**src/rtl/cp0_exc_ctrl_pkg.sv**
```systemverilog
// ============================================================================
// cp0_exc_ctrl_pkg : shared exception codes, CP0 register map and write masks
// Revision: 1.0
// ============================================================================
`default_nettype none

package cp0_exc_ctrl_pkg;

  // Exception codes carried down the pipeline
  localparam logic [4:0] INT    = 5'd0;
  localparam logic [4:0] ADEL   = 5'd4;
  localparam logic [4:0] ADES   = 5'd5;
  localparam logic [4:0] RI     = 5'd10;
  localparam logic [4:0] OV     = 5'd12;
  localparam logic [4:0] NO_EXC = 5'h1F;

  // CP0 register indices
  localparam logic [4:0] SR    = 5'd12;
  localparam logic [4:0] CAUSE = 5'd13;
  localparam logic [4:0] EPC   = 5'd14;
  localparam logic [4:0] PRID  = 5'd15;

  localparam logic [31:0] IM_INIT          = 32'h0000_3000;
  localparam logic [31:0] HANDLER_ADDR_DEF = 32'h0000_4180;
  localparam logic [31:0] PRID_VAL_DEF     = 32'h4D49_5053;

  // Implemented bits of each writable register
  localparam logic [31:0] SR_WMASK  = 32'h0000_FC03;
  localparam logic [31:0] EPC_WMASK = 32'hFFFF_FFFC;

  // Field positions
  localparam int SR_IE_BIT    = 0;
  localparam int SR_EXL_BIT   = 1;
  localparam int SR_IM_LSB    = 10;
  localparam int CAUSE_BD_BIT = 31;
  localparam int CAUSE_IP_LSB = 10;
  localparam int CAUSE_EC_LSB = 2;

  // Effective controller state is SR.EXL
  localparam logic [0:0] ST_NORMAL  = 1'b0;
  localparam logic [0:0] ST_HANDLER = 1'b1;

  function automatic logic cp0_writable(input logic [4:0] addr);
    return (addr == SR) || (addr == EPC);
  endfunction

  function automatic logic [31:0] cp0_wmask(input logic [4:0] addr, input logic [31:0] data);
    case (addr)
      SR:      return data & SR_WMASK;
      EPC:     return data & EPC_WMASK;
      default: return 32'h0;
    endcase
  endfunction

endpackage

`default_nettype wire

```
**src/rtl/cp0_int_arb.sv**
```systemverilog
// ============================================================================
// cp0_int_arb : combinational interrupt/exception request arbiter and EPC calc
// Revision: 1.0
// ============================================================================
`default_nettype none

module cp0_int_arb
  import cp0_exc_ctrl_pkg::*;
(
  input  logic [5:0]  hw_int,
  input  logic [5:0]  sr_im,
  input  logic        sr_ie,
  input  logic        sr_exl,
  input  logic [4:0]  exc_m,
  input  logic [31:0] pc_m,
  input  logic        bd_m,
  output logic        take,
  output logic [4:0]  exc_code,
  output logic [31:0] epc_val
);

  logic        w_int_req;
  logic        w_exc_req;
  logic [31:0] w_epc_raw;

  always_comb begin
    w_int_req = (|(hw_int & sr_im)) & sr_ie & ~sr_exl;
    w_exc_req = (exc_m != NO_EXC) & ~sr_exl;
    take      = w_int_req | w_exc_req;
    // Interrupts win over a synchronous exception arriving in the same cycle
    exc_code  = w_int_req ? INT : exc_m;
    // A delay-slot victim restarts at its branch; wrap-around is harmless
    w_epc_raw = bd_m ? (pc_m - 32'd4) : pc_m;
    epc_val   = w_epc_raw & EPC_WMASK;
  end

endmodule

`default_nettype wire

```
**src/rtl/cp0_exc_ctrl.sv**
```systemverilog
// ============================================================================
// cp0_exc_ctrl : M-stage CP0 exception/interrupt controller (SR/Cause/EPC/PRId)
// Optional: define CP0_RD_BYPASS_EN to forward same-cycle mtc0 data to mfc0.
// Revision: 1.0
// ============================================================================
`default_nettype none

module cp0_exc_ctrl
  import cp0_exc_ctrl_pkg::*;
#(
  parameter logic [31:0] HANDLER_ADDR = HANDLER_ADDR_DEF,
  parameter logic [31:0] PRID_VAL     = PRID_VAL_DEF
) (
  input  logic        clk,
  input  logic        Reset,
  input  logic [4:0]  rd_addr,
  input  logic [4:0]  wr_addr,
  input  logic [31:0] wr_data,
  input  logic        we,
  input  logic [31:0] pc_m,
  input  logic        bd_m,
  input  logic [4:0]  exc_m,
  input  logic        eret_m,
  input  logic [5:0]  hw_int,
  output logic [31:0] rd_data,
  output logic        if_handler,
  output logic [31:0] handler_pc,
  output logic        flush,
  output logic        exl
);

  logic [31:0] sr_q,    sr_d;
  logic [31:0] cause_q, cause_d;
  logic [31:0] epc_q,   epc_d;

  logic        w_take;
  logic [4:0]  w_exc_code;
  logic [31:0] w_epc_val;
  logic [0:0]  w_state;

  cp0_int_arb u_arb (
    .hw_int   (hw_int),
    .sr_im    (sr_q[SR_IM_LSB +: 6]),
    .sr_ie    (sr_q[SR_IE_BIT]),
    .sr_exl   (sr_q[SR_EXL_BIT]),
    .exc_m    (exc_m),
    .pc_m     (pc_m),
    .bd_m     (bd_m),
    .take     (w_take),
    .exc_code (w_exc_code),
    .epc_val  (w_epc_val)
  );

  assign w_state = sr_q[SR_EXL_BIT] ? ST_HANDLER : ST_NORMAL;

  // State register
  always_ff @(posedge clk) begin
    if (Reset) begin
      sr_q    <= 32'h0;
      cause_q <= 32'h0;
      epc_q   <= 32'h0;
    end else begin
      sr_q    <= sr_d;
      cause_q <= cause_d;
      epc_q   <= epc_d;
    end
  end

  // Next-state logic
  always_comb begin
    sr_d    = sr_q;
    cause_d = cause_q;
    epc_d   = epc_q;
    cause_d[CAUSE_IP_LSB +: 6] = hw_int;
    if (w_take) begin
      // Taking a request discards any mtc0 and eret in the same cycle
      sr_d[SR_EXL_BIT]           = 1'b1;
      cause_d[CAUSE_EC_LSB +: 5] = w_exc_code;
      cause_d[CAUSE_BD_BIT]      = bd_m;
      epc_d                      = w_epc_val;
    end else begin
      if (we && (wr_addr == SR))
        sr_d = cp0_wmask(SR, wr_data);
      if (we && (wr_addr == EPC))
        epc_d = cp0_wmask(EPC, wr_data);
      if (eret_m && (w_state == ST_HANDLER))
        sr_d[SR_EXL_BIT] = 1'b0;
      else if (eret_m)
        sr_d[SR_EXL_BIT] = 1'b0;
    end
  end

  // Outputs
  always_comb begin
    if_handler = 1'b0;
    flush      = 1'b0;
    handler_pc = HANDLER_ADDR;
    exl        = sr_q[SR_EXL_BIT];
    if (!Reset) begin
      if (w_take) begin
        if_handler = 1'b1;
        flush      = 1'b1;
      end else if (eret_m) begin
        if_handler = 1'b1;
        flush      = 1'b1;
        handler_pc = epc_q;
      end
    end

    case (rd_addr)
      SR:      rd_data = sr_q;
      CAUSE:   rd_data = cause_q;
      EPC:     rd_data = epc_q;
      PRID:    rd_data = PRID_VAL;
      default: rd_data = 32'h0;
    endcase
`ifdef CP0_RD_BYPASS_EN
    if (we && !w_take && (rd_addr == wr_addr) && cp0_writable(wr_addr))
      rd_data = cp0_wmask(wr_addr, wr_data);
`else
    if (cp0_writable(rd_addr) && (rd_addr == PRID))
      rd_data = PRID_VAL;
`endif
  end

endmodule

`default_nettype wire

```
**config.mk**
```make
export PLATFORM = sky130hd
export DESIGN_NAME = cp0_exc_ctrl
export DESIGN_NICKNAME = d
export VERILOG_FILES = /design/src/rtl/cp0_exc_ctrl_pkg.sv /design/src/rtl/cp0_int_arb.sv /design/src/rtl/cp0_exc_ctrl.sv
export SDC_FILE = /design/constraint.sdc
export NUM_CORES = 1
export LEC_CHECK = 0
export CAP_MARGIN = 25
export CELL_PAD_IN_SITES_DETAIL_PLACEMENT = 1
export CELL_PAD_IN_SITES_GLOBAL_PLACEMENT = 2
export CORE_UTILIZATION = 22
export DETAILED_ROUTE_END_ITERATION = 12
export GPL_TIMING_DRIVEN = 0
export PLACE_DENSITY_LB_ADDON = 0.25
export SYNTH_ARGS = -nofsm -noshare
export SYNTH_HDL_FRONTEND = slang
export SYNTH_SLANG_ARGS = --single-unit
```
**constraint.sdc**
```tcl
create_clock -name clk -period 2.2 [get_ports clk]
set_input_delay 0.33 -clock clk [delete_from_list [all_inputs] [get_ports clk]]
set_output_delay 0.33 -clock clk [all_outputs]
set_load 0.005 [all_outputs]
```
# Word level (Yosys, flattened, before mapping)
# Cells that the tools add are included.
# totals
elab_cells	46
out_inout_bits	67
reg_bits	50
in_bits	90
# op_classes
eq_ne	7
n_reduce_logical	9
mux	17
addsub	1
bitwise	7
# ops
cell	n
$mux 32	7
$pmux 32 s4	1
$sub 32x3->32 const B	1
$eq 5x4->1 const B	6
$mux 1	7
$and 6x6->6	1
$reduce_or 6->1	1
$mux 5	1
$ne 5x5->1 const B	1
$logic_and 1x1->1	4
$reduce_bool 4->1	1
$and 1x1->1	3
$mux 2	1
$not 1->1	2
$reduce_and 2->1	1
$reduce_bool 2->1	1
$logic_or 1x1->1	1
$or 1x1->1	1

# Logic depth before layout (Yosys ltp)
# Gate-level depths: netlist of the first run.
# logic_depth
depth_word	7
mapped_depth	8
depth_no_buf	7

# By module
# Synthesis of the first run repeated with hierarchy kept, for this count alone.
# unflattened
hier_cells	480
area_unflattened_um2	3826.2
# modules_own_cells
mod	area_each_um2	n_inst	cells_per_inst
cp0_exc_ctrl	3086.7	1	379
cp0_int_arb	739.5	1	101

# Worst setup path after synthesis of the first run
# Ideal clock, no wire load.
# synth_path
path_kind	input to output
from	input port hw_int[3]
to	output port handler_pc[2]
arrival_ns	1.586
path_slack_ns	0.284
n_path_buf	1
stages	6
required_time_ns	1.870
path_cell_list	a22oi_1 -> nand4_1 -> a21o_1 -> nor3b_1 -> clkbuf_1 -> and2_1
# synth_via
elab_chain_len	7
# synth_rtl
element	line	source
from (decl)	cp0_exc_ctrl.sv:24	input logic [5:0] hw_int,
$and 6x6->6	cp0_int_arb.sv:27	w_int_req = (|(hw_int & sr_im)) & sr_ie & ~sr_exl;
$reduce_or 6->1	cp0_int_arb.sv:27	
$and 1x1->1 (2 in a row)	cp0_int_arb.sv:27	
$or 1x1->1	cp0_int_arb.sv:29	take = w_int_req | w_exc_req;
$mux 32	cp0_exc_ctrl.sv:100	if (w_take) begin
$mux 32	cp0_exc_ctrl.sv:99	if (!Reset) begin
to (decl)	cp0_exc_ctrl.sv:27	output logic [31:0] handler_pc,
# Every way passes these cells.

# Final worst setup path of the first run
# layout_path
from	register sr_q[11]
to	output port handler_pc[31]
# layout_via
elab_chain_len	7
# layout_rtl
element	line	source
from (decl)	cp0_exc_ctrl.sv:32	logic [31:0] sr_q, sr_d;
from (signal assigned)	cp0_exc_ctrl.sv:63	sr_q <= sr_d;
$and 6x6->6	cp0_int_arb.sv:27	
$reduce_or 6->1	cp0_int_arb.sv:27	
$and 1x1->1 (2 in a row)	cp0_int_arb.sv:27	
$or 1x1->1	cp0_int_arb.sv:29	
$mux 32	cp0_exc_ctrl.sv:100	
$mux 32	cp0_exc_ctrl.sv:99	
# Every way passes these cells.

==> results of run 1 <==
[where the power goes]
part           internal [mW]  switching, mW  total, mW
Sequential             0.980         0.0628       1.04
Combinational          0.370          0.340      0.709
Clock                  0.562          0.351      0.914
Total                   1.91          0.753       2.67
[cell usage in the layout (no fill, tap or decap), drive strengths merged, types with 2 or more instances in the layout]
cell type and count:
nand2 80, clkdlybuf4s50 79, nor2 68, buf 67, dfxtp 50, and2 38
clkbuf 38, a21oi 28, xnor2 21, dlygate4sd2 18, a311oi 16, a31o 13
mux2i 12, dlymetal6s2s 12, nor2b 10, nor3 10, nand3 9, xor2 7
a22oi 7, nor4 7, nand4 6, inv 5, nand2b 4, a211oi 3
nor4b 3, o21ai 2, a31oi 2, nand4b 2, conb 2, clkdlybuf4s15 2
nor3b 2
[worst max-delay path by stage]
stage,slack [ps],endpoint,start
CTS,-210,handler_pc[8],sr_q[10]
floorplan,280,handler_pc[2],hw_int[3]
detailed placement,-1410,handler_pc[16],hw_int[0]
global route,-270,handler_pc[16],sr_q[10]
global placement,-1360,handler_pc[16],hw_int[0]
finish,-150,handler_pc[31],sr_q[11]
[logic make-up (layout without fill, tap and decap cells)]
group                      after synthesis  after routing  synth area share [%]
muxes                                   12             12                  3.57
DFF                                     50             50                  29.7
xor gates and xnor gates                28             28                  7.28
buffers and inverters                   40            222                  5.05
and+or+nand+nor                        248            248                  37.4
other                                    1              2                 0.111
adders and majority gates                1              1                 0.371
AOI/OAI and AO/OA                       77             77                  16.5
[layout make-up]
type	count	area, sq um
buffer	35	255
clock buffer	6	139
clock inverter	1	30.0
fill	1787	8900
inverter	5	18.8
multi-input combinational	368	2460
sequential	50	1000
tap	184	230
timing repair buffer	175	1720
[state kept, by name, indices dropped and copies added, names as in the netlist]
register and cells:
sr_q 8, cause_q 12, epc_q 30
[stage by stage]
| step | cells | setup slack [ps] | total power [mW] | instance area [sq um] | TNS, ps |
|---|---|---|---|---|---|
| floorplan | 458 | 284 | 1.32 | 3370 | 0 |
| global placement | 791 | -1360 | 1.66 | 5090 | -74430 |
| detailed placement | 791 | -1410 | 1.68 | 5090 | -79810 |
| CTS | 820 | -213 | 2.66 | 5700 | -5580 |
| global route | 824 | -268 | 2.80 | 5850 | -8110 |
| finish | 824 | -153 | 2.67 | 5850 | -4020 |
[worst min-delay path, delay by kind of cell]
family / cells / cell delay [ps]
AND/OR/NAND/NOR: 1 / 60
AO/OA/AOI/OAI: 1 / 50
buffers and inverters: 1 / 140
[timing repair]
action	in CTS	in global routing
setup buffers	17	4
cloned	5	0
resized for setup	277	49
pin swaps	24	10
endpoints found under the setup margin	101	80
[metal layers]
layer,global-route usage [%],vias up
li1,-,1927
met1,24.8,1907
met2,35.3,94
met3,2.46,6
met4,2.76,0
met5,0,-
==> results.cfg, run 1 <==
[status]
status = finished, violations left
violations = negative setup slack

[cts]
cts_hold_buf = 0
clock_latency_ps = 290
cts_root_buf = clkbuf_16
cts.path.max_buffers = 2
cts_buffers = 5
tritoncts = yes
htree_num_levels = 2
clk_pin_slew_worst_paths_ps = 70
clock-sinks = 50

[critical_path]
slowest_delay_ps = 330
crit_family = simple AND/OR/NAND/NOR gates
start_kind = flip-flop
cp.arrival_ps = 2020
rr_endpoint = epc_q[13]
r2r_cells = 7
crit_buf_inv = 3
cp-end-kind = output port
cp_num_cells = 8
cp.required_ps = 1870
critPathSlowestCell = dfxtp_2
worstSetupPathType = flip-flop to output port
crit_chain = a22oi_2 > nand4_1 > a21o_1 > nor3b_4 > buf_6 > clkbuf_8 > and2_4 > buf_6
r2r_start = sr_q[11]
critical_path.most_common_cell = buf_6
worstPathMaxFanout = 5
r2r_setup_slack_ps = 150

[run]
drv_cap = 0

[detailed_routing]
totalWireLength_microns = 15400
drt-met1-wl_microns = 6890
wl_per_cell_microns = 18.7
highest_layer = met4
antenna_left = 0
drc_errors = 0
num_vias = 3934
wl_met3_microns = 531
drt_iter0_markers = 154
vias_per_cell = 4.77
wl_met2_microns = 7880
firstDrtPassIters = 4

[die]
ios = 157
coreArea_sq_um = 14800
die_h_microns = 126
initial_core_util_pct = 22.8
die_w_microns = 126
dieArea_sq_um = 15800
rows = 44

[global_route]
grt_util_all_layers_pct = 19.4
antenna_found_initial = 0
grt_first_pass_wirelength_microns = 23900
grt_max_degree = 15
overflow = 0
grt_pass1_vias = 4191

[logic_synthesis]
yosys.area.top_type_share_pct = 29.7
synthTopCellsByCount = nand2_1 (80), nor2_1 (68), dfxtp_1 (50)
synth_cell_type_count = 50
synth_area_leaders = dfxtp_1 (30%), nand2_1 (8.9%), nor2_1 (7.6%)
post_synth.cell_area_avg_sq_um = 7.37
yosysWarnings = 0
synth_cells = 457
yosysSeqAreaShare_pct = 29.7
synth_most_common_cell = nand2_1
yosysTopAreaCell = dfxtp_1
ys_async_sr_fraction_pct = 0
synth_seq_cells = 50
synth_flop_cell = dfxtp_1
synth_enable_flop_cells = 0
synth_area_sq_um = 3370

[sta]
rsz0062_at_grt = yes
worstMarginPinSlew_ps = 574
setup_viol = 32
finalMaxSlewViolations = 0
relSlewSlack_pct = 61.7
fin_hold_ws_ps = 343
min_period_ps = 2350
fin_skew_ps = 4.53
timing.fmax_mhz = 425
final_hold_viol_count = 0
setup_slack_ps = -153
period_share_pct = 107

[finish]
antenna_cells = 0
fin_nets = 731
drive_above_1_share_pct = 27.0
syn_to_final_growth_pct = 73.8
utilization_pct = 39.7

[power]
max-vdd-ir-drop_mv = 0.291
p_leak_nw = 2.54
power.density_nw_per_um2 = 455

[hold_path]
hold_depth = 3
hold_class = input port to flip-flop
min_from = bd_m
min_to = cause_q[31]

[place]
hpwl_microns = 11800
portBuffers = 149
gp_congestion = 0.788
(Power assumes the default switching activity.)
==> run 2, diff against run 1 <==
Settings changed: GPL_TIMING_DRIVEN 0 to unset, SLEW_MARGIN set to 0.
==> results.cfg, run 2 (synthesis gave the netlist of run 1 again) <==
[status]
status = finished, violations left
violations = negative setup slack

[critical_path]
cp.required_ps = 1870
worstPathMaxFanout = 6
cp-end-kind = output port
critical_path.most_common_cell = buf_6
cp_num_cells = 10
worstSetupPathType = flip-flop to output port
critPathSlowestCell = dfxtp_1
r2r_cells = 6
crit_family = buffers and inverters
cp.arrival_ps = 2140
r2r_start = sr_q[12]
rr_endpoint = sr_q[13]
crit_buf_inv = 5
r2r_setup_slack_ps = 300
slowest_delay_ps = 330
crit_chain = a22oi_2 > nand4_1 > a21o_4 > nor3b_4 > buf_6 > buf_6 > buf_6 > buf_6 > and2_4 > buf_6
start_kind = flip-flop

[die]
coreArea_sq_um = 14800
dieArea_sq_um = 15800
initial_core_util_pct = 22.8
die_w_microns = 126
ios = 157
die_h_microns = 126
rows = 44

[sta]
min_period_ps = 2470
final_hold_viol_count = 0
setup_slack_ps = -274
worstMarginPinSlew_ps = 595
relSlewSlack_pct = 60.3
setup_viol = 30
finalMaxSlewViolations = 0
timing.fmax_mhz = 404
fin_skew_ps = 4.08
period_share_pct = 112
rsz0062_at_grt = yes

[power]
p_leak_nw = 2.93
power.density_nw_per_um2 = 436
max-vdd-ir-drop_mv = 0.274

[finish]
antenna_cells = 0
layout_common_cells = buf_4 (85), nand2_1 (79), clkdlybuf4s50_1 (76)
reg_top3 = epc_q (30), cause_q (12), sr_q (8)
multi_input_area_sq_um = 2340
regMostFlops = epc_q
seqCellArea_sq_um = 1000
drive_above_1_share_pct = 30.5
largest_reg_flops = 30
final_common_cell = buf_4
fin_nets = 782
stdcell_count = 876
finalInstanceArea_sq_um = 6210
syn_to_final_growth_pct = 84.3
fill_cells = 1800

[detailed_routing]
firstDrtPassIters = 4
drt_iter0_markers = 223
totalWireLength_microns = 15500
antenna_left = 0
vias_per_cell = 4.68
drc_errors = 0
num_vias = 4100
wl_per_cell_microns = 17.7

[place]
hpwl_microns = 11300
gp_congestion = 0.786
dpl_cell_area_sq_um = 5570
dp.cells = 832
portBuffers = 152

[cts]
cts.path.max_buffers = 2
clock_latency_ps = 290
clk_pin_slew_worst_paths_ps = 70
cts_buffers = 5
cts_hold_buf = 0
cts_root_buf = clkbuf_16
tritoncts = yes
clock-sinks = 50
htree_num_levels = 2

[global_route]
grt_util_all_layers_pct = 19.3
antenna_found_initial = 0
grt_first_pass_wirelength_microns = 23800
grt_max_degree = 51
overflow = 0
grt_pass1_vias = 4238

[hold_path]
hold_depth = 2
hold_class = input port to flip-flop
min_from = hw_int[0]
min_to = cause_q[10]

[run]
drv_cap = 0
==> run 2: routing by layer <==
metal | share of wire (%) | vias to the layer above | global-route usage [%]
li1 | - | 2028 | -
met1 | 45 | 1977 | 24.8
met2 | 50 | 87 | 34.4
met3 | 3.6 | 8 | 2.42
met4 | 1.1 | 0 | 4.39
met5 | 0 | - | 0
==> run 2: where the power goes <==
group / total, mW / internal [mW] / switching (mW) / leakage (nW)
Combinational: 0.770 / 0.432 / 0.338 / 2.44
Clock: 0.893 / 0.538 / 0.355 / 0.0771
Sequential: 1.04 / 0.980 / 0.0629 / 0.415
==> run 2: repair_timing <==
action,4_1_cts,5_1_grt
setup endpoints to repair,63,52
pin swaps,15,6
setup buffers,25,10
resized for setup,209,50
gates cloned,5,1
==> run 2: how the worst max path moves through the flow <==
stage          startpoint        endpoint
4_1_cts          exc_m[1]      if_handler
5_1_grt          sr_q[10]   handler_pc[4]
3_3_place_gp    hw_int[0]  handler_pc[16]
3_5_place_dp    hw_int[0]   handler_pc[4]
6_report         sr_q[12]   handler_pc[4]
2_1_floorplan   hw_int[3]   handler_pc[2]
==> run 2: area by class of cell <==
class,instances,share of cell area (%)
clock buffers,6,2.08
flip-flops and latches,50,16.1
clock inverters,2,0.605
repair buffers,261,39.4
well taps,184,3.71
multi-input cells,368,37.7
inverters,5,0.302
==> run 2: through the flow <==
step / hold slack, ps / setup slack, ps / total power [mW] / setup TNS (ps) / util [%]
6_report: 421 / -274 / 2.71 / -5210 / 42.1
3_5_place_dp: 454 / -756 / 1.76 / -29970 / 37.7
4_1_cts: 415 / -303 / 2.70 / -6340 / 40.8
3_3_place_gp: 444 / -631 / 1.74 / -24740 / 37.7
5_1_grt: 443 / -319 / 2.83 / -6790 / 42.1
2_1_floorplan: 432 / 284 / 1.32 / 0 / -
